--- src/rtl/rr_arb8_if.sv ---
// Request/grant bundle between the requesters and the rr_arb8 arbiter.
// master drives req/done, slave (the arbiter) drives the grant side.
interface rr_arb8_if #(
  parameter int N     = 8,
  parameter int IDX_W = 3
);
  logic [N-1:0]     req;
  logic             done;
  logic [N-1:0]     gnt;
  logic [IDX_W-1:0] gnt_idx;
  logic             gnt_valid;
  logic             timeout;

  modport master (
    output req, done,
    input  gnt, gnt_idx, gnt_valid, timeout
  );

  modport slave (
    input  req, done,
    output gnt, gnt_idx, gnt_valid, timeout
  );
endinterface

--- src/rtl/rr_arb8.sv ---
// 8-way round-robin arbiter with hold limit and timeout pulse.
// Define FIXED_PRIO_EN for fixed priority (highest index wins).
module rr_arb8 #(
  parameter int N        = 8,
  parameter int IDX_W    = 3,
  parameter int MAX_HOLD = 15
) (
  input  logic     clk,
  input  logic     rst_n,
  rr_arb8_if.slave bus
);

  typedef enum logic {IDLE, GRANT} state_t;

  state_t           state, state_n;
  logic [N-1:0]     gnt_q, gnt_n;
  logic [IDX_W-1:0] idx_q, idx_n;
  logic             valid_q, valid_n;
  logic             to_q, to_n;
  logic [7:0]       hold_q, hold_n;
  logic [IDX_W-1:0] win;
  logic             rel;

`ifndef FIXED_PRIO_EN
  logic [IDX_W-1:0] ptr_q, ptr_n;

  // Descending scan so the closest index after ptr is written last.
  always_comb begin
    win = '0;
    for (int k = N - 1; k >= 0; k--) begin
      if (bus.req[ptr_q + IDX_W'(k)]) begin
        win = ptr_q + IDX_W'(k);
      end
    end
  end
`else
  always_comb begin
    win = '0;
    for (int k = 0; k < N; k++) begin
      if (bus.req[k]) begin
        win = IDX_W'(k);
      end
    end
  end
`endif

  always_comb begin
    state_n = state;
    gnt_n   = gnt_q;
    idx_n   = idx_q;
    valid_n = valid_q;
    hold_n  = hold_q;
    to_n    = 1'b0;
    rel     = 1'b0;
    unique case (state)
      IDLE: begin
        if (|bus.req) begin
          state_n = GRANT;
          gnt_n   = N'(1) << win;
          idx_n   = win;
          valid_n = 1'b1;
          hold_n  = 8'd1;
        end
      end
      GRANT: begin
        if (bus.done) begin
          rel = 1'b1;
        end else if (!bus.req[idx_q]) begin
          rel = 1'b1;
        end else if (hold_q == 8'(MAX_HOLD)) begin
          rel  = 1'b1;
          to_n = 1'b1;
        end else begin
          hold_n = hold_q + 8'd1;
        end
      end
      default: state_n = IDLE;
    endcase
    if (rel) begin
      state_n = IDLE;
      gnt_n   = '0;
      idx_n   = '0;
      valid_n = 1'b0;
      hold_n  = '0;
    end
  end

`ifndef FIXED_PRIO_EN
  always_comb begin
    ptr_n = ptr_q;
    if (rel) begin
      ptr_n = idx_q + IDX_W'(1);
    end
  end

  always_ff @(posedge clk) begin
    if (!rst_n) begin
      ptr_q <= '0;
    end else begin
      ptr_q <= ptr_n;
    end
  end
`endif

  always_ff @(posedge clk) begin
    if (!rst_n) begin
      state   <= IDLE;
      gnt_q   <= '0;
      idx_q   <= '0;
      valid_q <= 1'b0;
      to_q    <= 1'b0;
      hold_q  <= '0;
    end else begin
      state   <= state_n;
      gnt_q   <= gnt_n;
      idx_q   <= idx_n;
      valid_q <= valid_n;
      to_q    <= to_n;
      hold_q  <= hold_n;
    end
  end

  assign bus.gnt       = gnt_q;
  assign bus.gnt_idx   = idx_q;
  assign bus.gnt_valid = valid_q;
  assign bus.timeout   = to_q;

endmodule
--- src/flat_wrapper.sv ---
// flat-port wrapper written by rule: the top's interface ports become plain ports
module rr_arb8_flat 
#(
  parameter int N        = 8,
  parameter int IDX_W    = 3,
  parameter int MAX_HOLD = 15
)
  (clk, rst_n, bus_req, bus_done, bus_gnt, bus_gnt_idx, bus_gnt_valid, bus_timeout);
  rr_arb8_if #(.N(N), .IDX_W(IDX_W)) bus_i ();
  input  logic clk;
  input  logic rst_n;
  input wire logic [$bits(bus_i.req)-1:0] bus_req;
  input wire logic [$bits(bus_i.done)-1:0] bus_done;
  output wire logic [$bits(bus_i.gnt)-1:0] bus_gnt;
  output wire logic [$bits(bus_i.gnt_idx)-1:0] bus_gnt_idx;
  output wire logic [$bits(bus_i.gnt_valid)-1:0] bus_gnt_valid;
  output wire logic [$bits(bus_i.timeout)-1:0] bus_timeout;
  assign bus_i.req = bus_req;
  assign bus_i.done = bus_done;
  assign bus_gnt = bus_i.gnt;
  assign bus_gnt_idx = bus_i.gnt_idx;
  assign bus_gnt_valid = bus_i.gnt_valid;
  assign bus_timeout = bus_i.timeout;
  rr_arb8 #(.N(N), .IDX_W(IDX_W), .MAX_HOLD(MAX_HOLD)) u_core (.clk(clk), .rst_n(rst_n), .bus(bus_i));
endmodule
--- config.mk ---
export PLATFORM = sky130hd
export DESIGN_NAME = rr_arb8_flat
export DESIGN_NICKNAME = d
export VERILOG_FILES = /design/src/rtl/rr_arb8_if.sv /design/src/rtl/rr_arb8.sv /design/src/flat_wrapper.sv
export SDC_FILE = /design/constraint.sdc
export NUM_CORES = 1
export LEC_CHECK = 0
export CAP_MARGIN = 30
export CELL_PAD_IN_SITES_DETAIL_PLACEMENT = 0
export CELL_PAD_IN_SITES_GLOBAL_PLACEMENT = 2
export CORE_AREA = 2 2 82 84
export DETAILED_ROUTE_END_ITERATION = 10
export DIE_AREA = 0 0 84 86
export GPL_TIMING_DRIVEN = 0
export MAX_ROUTING_LAYER = met4
export PLACE_DENSITY_LB_ADDON = 0.1
export SETUP_SLACK_MARGIN = 0.4
export SYNTH_ARGS = -nofsm -noshare
export SYNTH_HDL_FRONTEND = slang
export SYNTH_SLANG_ARGS = --single-unit
--- constraint.sdc ---
create_clock -name clk -period 2.8 [get_ports clk]
set_input_delay 0.56 -clock clk [delete_from_list [all_inputs] [get_ports clk]]
set_output_delay 0.56 -clock clk [all_outputs]
set_load 0.03 [all_outputs]
==> impl_metrics.json <==
{
  "synth-async-reset-ratio": 0,
  "fin_crit_ns": 2.75,
  "layout-drive-gt1-share": 0.306,
  "synth_edf_count": 0,
  "grt_use_total": 0.149,
  "r2r-end": "u_core.bus.gnt[1]$_SDFFE_PP0P_",
  "dp.final_hpwl_um": 3690,
  "antenna_found_initial": 0,
  "drt-wirelength-per-cell_um": 15.4,
  "cts_root_buffer": "clkbuf_8",
  "synth.avg_cell_area_um2": 8.91,
  "ys_ff_latch": 25,
  "finalHoldViolations": 0,
  "grt_max_degree": 15,
  "yosysUniqueCellTypes": 49,
  "r2r_start": "u_core.ptr_q[0]$_SDFFE_PN0P_",
  "syn-instance-count": 208,
  "grt_overflow_total": 0,
  "reg2reg_depth": 14,
  "finish.utilization": 0.415,
  "drc": 0,
  "path_class": "reg -> reg",
  "synth_top_area_share": 0.270,
  "gp_congestion": 0.752,
  "grt_pass1_vias": 1682,
  "synth.largest_area_cell": "dfxtp_1",
  "die_x_um": 84,
  "whs_path_depth": 2,
  "syn_nets": 223,
  "p_sw_mw": 0.680,
  "hp-class": "reg -> reg",
  "r2r_slack_ns": 0.05,
  "drv_cap": 0,
  "max_clock_freq_mhz": 364,
  "cts.sinks": 25,
  "crit_path_end_kind": "flip-flop",
  "cts_max_level": 1,
  "synth_area_leaders": "dfxtp_1 27%, mux4_2 12%, mux2i_1 6.5%, nand2_1 5.5%, nor2_1 3.8%",
  "cts_inserted_buffers": 3,
  "rsz0062_at_grt": "true",
  "detail_route.iter0.violations": 116,
  "path_max_fanout": 5,
  "worst_pin_slew_ns": 0.505,
  "rows": 29,
  "setup_viol": 0,
  "pwr-share-seq": 0.259,
  "crit_path_start_kind": "flip-flop",
  "die_area_um2": 7220,
  "cp.required_ns": 2.98,
  "p_leak_nw": 1.02,
  "holdPathEnd": "u_core.bus.gnt[6]$_SDFFE_PP0P_",
  "syn_to_final_growth_pct": 40.4,
  "synth_area_um2": 1850,
  "port_buffers": 23,
  "swShare": 0.410,
  "num_io_pins": 24,
  "slew_headroom": 0.660,
  "post-synth-top-count-cell": "nand2_1",
  "power.internal_mw": 0.980,
  "final_max_slew_viol_count": 0,
  "ys_top_cells_by_count": "27 x nand2_1, 25 x dfxtp_1, 19 x nor2_1",
  "cts_tree": "done",
  "pwr-share-clk": 0.130,
  "comb_power_share": 0.611,
  "stdcell_count": 335,
  "cp_data_arrival_time_ns": 2.93,
  "ant_nets": 0,
  "grt_pass1_wl_um": 8520,
  "fin_nets": 274,
  "wirelength_um": 5150,
  "die_y_um": 86,
  "status": "finished, final reports clean",
  "yosysWarnings": 0,
  "diodes": 0,
  "synth_flop_cell": "dfxtp_1",
  "path_clk_slew_ns": 0.09,
  "worstSkewPairLatency_ns": 0.27,
  "p_per_area_nw_per_um2": 638,
  "peakVddDrop_mv": 0.321,
  "min_from": "u_core.bus.gnt[6]$_SDFFE_PP0P_",
  "core_um2": 6280,
  "vias_per_cell": 5.19,
  "ctsHoldBuffers": 0,
  "dp.cells": 308,
  "skew_ns": 0.00418,
  "initial_core_util": 0.295,
  "num_vias": 1740,
  "post-route-period-util": 0.982,
  "clock_path_buffers": 2,
  "drt_pre_antenna_iters": 4,
  "seq_area_frac_synth": 0.270
}
## flip-flops by register name (all words and copies together), names as in the netlist
| register | flops |
|---|---|
| u_core.bus.gnt_idx | 3 |
| u_core.hold_q | 8 |
| u_core.state | 1 |
| u_core.bus.gnt | 8 |
| u_core.bus.timeout | 1 |
| u_core.ptr_q | 3 |
| u_core.bus.gnt_valid | 1 |
## cell families after synthesis
family | after synthesis | synth area share
AOI/OAI and AO/OA | 46 | 0.183
xor gates and xnor gates | 12 | 0.0648
adders and majority gates | 4 | 0.0270
buffers and inverters | 16 | 0.0419
DFF | 25 | 0.270
and+or+nand+nor | 78 | 0.194
muxes | 27 | 0.219
## worst max-delay path: stages (launching register included)
cell and delay [ns]:
dfxtp_2 0.34, buf_8 0.12, clkbuf_16 0.14, inv_6 0.05
ha_4 0.21, buf_8 0.13, mux2i_2 0.14, mux2i_1 0.18
o221ai_2 0.18, buf_4 0.18, buf_4 0.13, o211ai_1 0.09
nand2_1 0.12, a211o_4 0.38, o41ai_2 0.27
## stage by stage
stage          instance area, um^2  hold slack [ns]  setup TNS [ns]  total power [mW]  worst slack [ns]
3_5_place_dp                  2260            0.440           -4.91              1.23            -0.437
2_1_floorplan                 1930            0.467               0              1.02             0.185
3_3_place_gp                  2260            0.442           -5.33              1.24            -0.476
6_report                      2600            0.461               0              1.66            0.0511
5_1_grt                       2600            0.489          -0.562              1.77           -0.0960
4_1_cts                       2520            0.466               0              1.60            0.0161
## power by group through the flow
stage / combinational [mW] / clock, mW / sequential, mW
final: 1.01 / 0.216 / 0.430
after floorplan: 0.540 / 0 / 0.481
after global routing: 1.09 / 0.241 / 0.438
after CTS: 0.946 / 0.226 / 0.431
after global placement: 0.806 / 0 / 0.437
after detailed placement: 0.794 / 0 / 0.438
## layout by cell type (no fill, tap or decap), drive strengths merged, types with 2 or more instances in the layout
master	instances
and3	3
a21o	2
xor2	8
o41ai	5
nor2	19
mux2	5
dlygate4sd2	8
clkbuf	9
clkdlybuf4s50	15
mux4	10
nor3	4
a211oi	2
xnor2	4
o21ai	9
dfxtp	25
nor4	2
inv	5
a21boi	2
o221ai	3
nor2b	2
mux2i	12
o31ai	6
nand2b	2
buf	27
ha	4
nand3	11
a21oi	5
nand2	27
and2	4
## cell type report
cell class                 instances  area [um^2]
clock inverter                     1         5.00
clock buffer                       3         41.3
tap                               77         96.3
buffer                            10         92.6
sequential                        25          503
timing repair buffer              46          393
multi-input combinational        167         1440
fill                             648         3670
inverter                           6         31.3
## how the worst max path moves through the flow
stage                                      start                              to  slack (ns)  depth (start not counted)
floorplan           u_core.ptr_q[0]$_SDFFE_PN0P_  u_core.bus.gnt[0]$_SDFFE_PP0P_        0.19                         12
global placement                      bus_req[7]  u_core.bus.gnt[0]$_SDFFE_PP0P_       -0.48                         10
detailed placement                    bus_req[6]  u_core.bus.gnt[1]$_SDFFE_PP0P_       -0.44                         10
CTS                 u_core.ptr_q[0]$_SDFFE_PN0P_  u_core.bus.gnt[4]$_SDFFE_PP0P_        0.02                         13
global route        u_core.ptr_q[0]$_SDFFE_PN0P_  u_core.bus.gnt[0]$_SDFFE_PP0P_        -0.1                         13
finish              u_core.ptr_q[0]$_SDFFE_PN0P_  u_core.bus.gnt[1]$_SDFFE_PP0P_        0.05                         14
## routing by layer
metal,track usage,vias to the layer above,wire length (um)
met3,0.0115,2,53
met1,0.196,847,2480
li1,-,875,-
met4,0.0323,0,23
met2,0.254,16,2590
met5,-,-,0
## what timing repair did
action | 4_1_cts | 5_1_grt
setup endpoints to repair | 21 | 14
gates cloned | 0 | 0
pin swaps | 11 | 9
setup buffers | 19 | 4
gates resized for setup | 27 | 9
No activity file was read; power rests on OpenSTA's default activity.
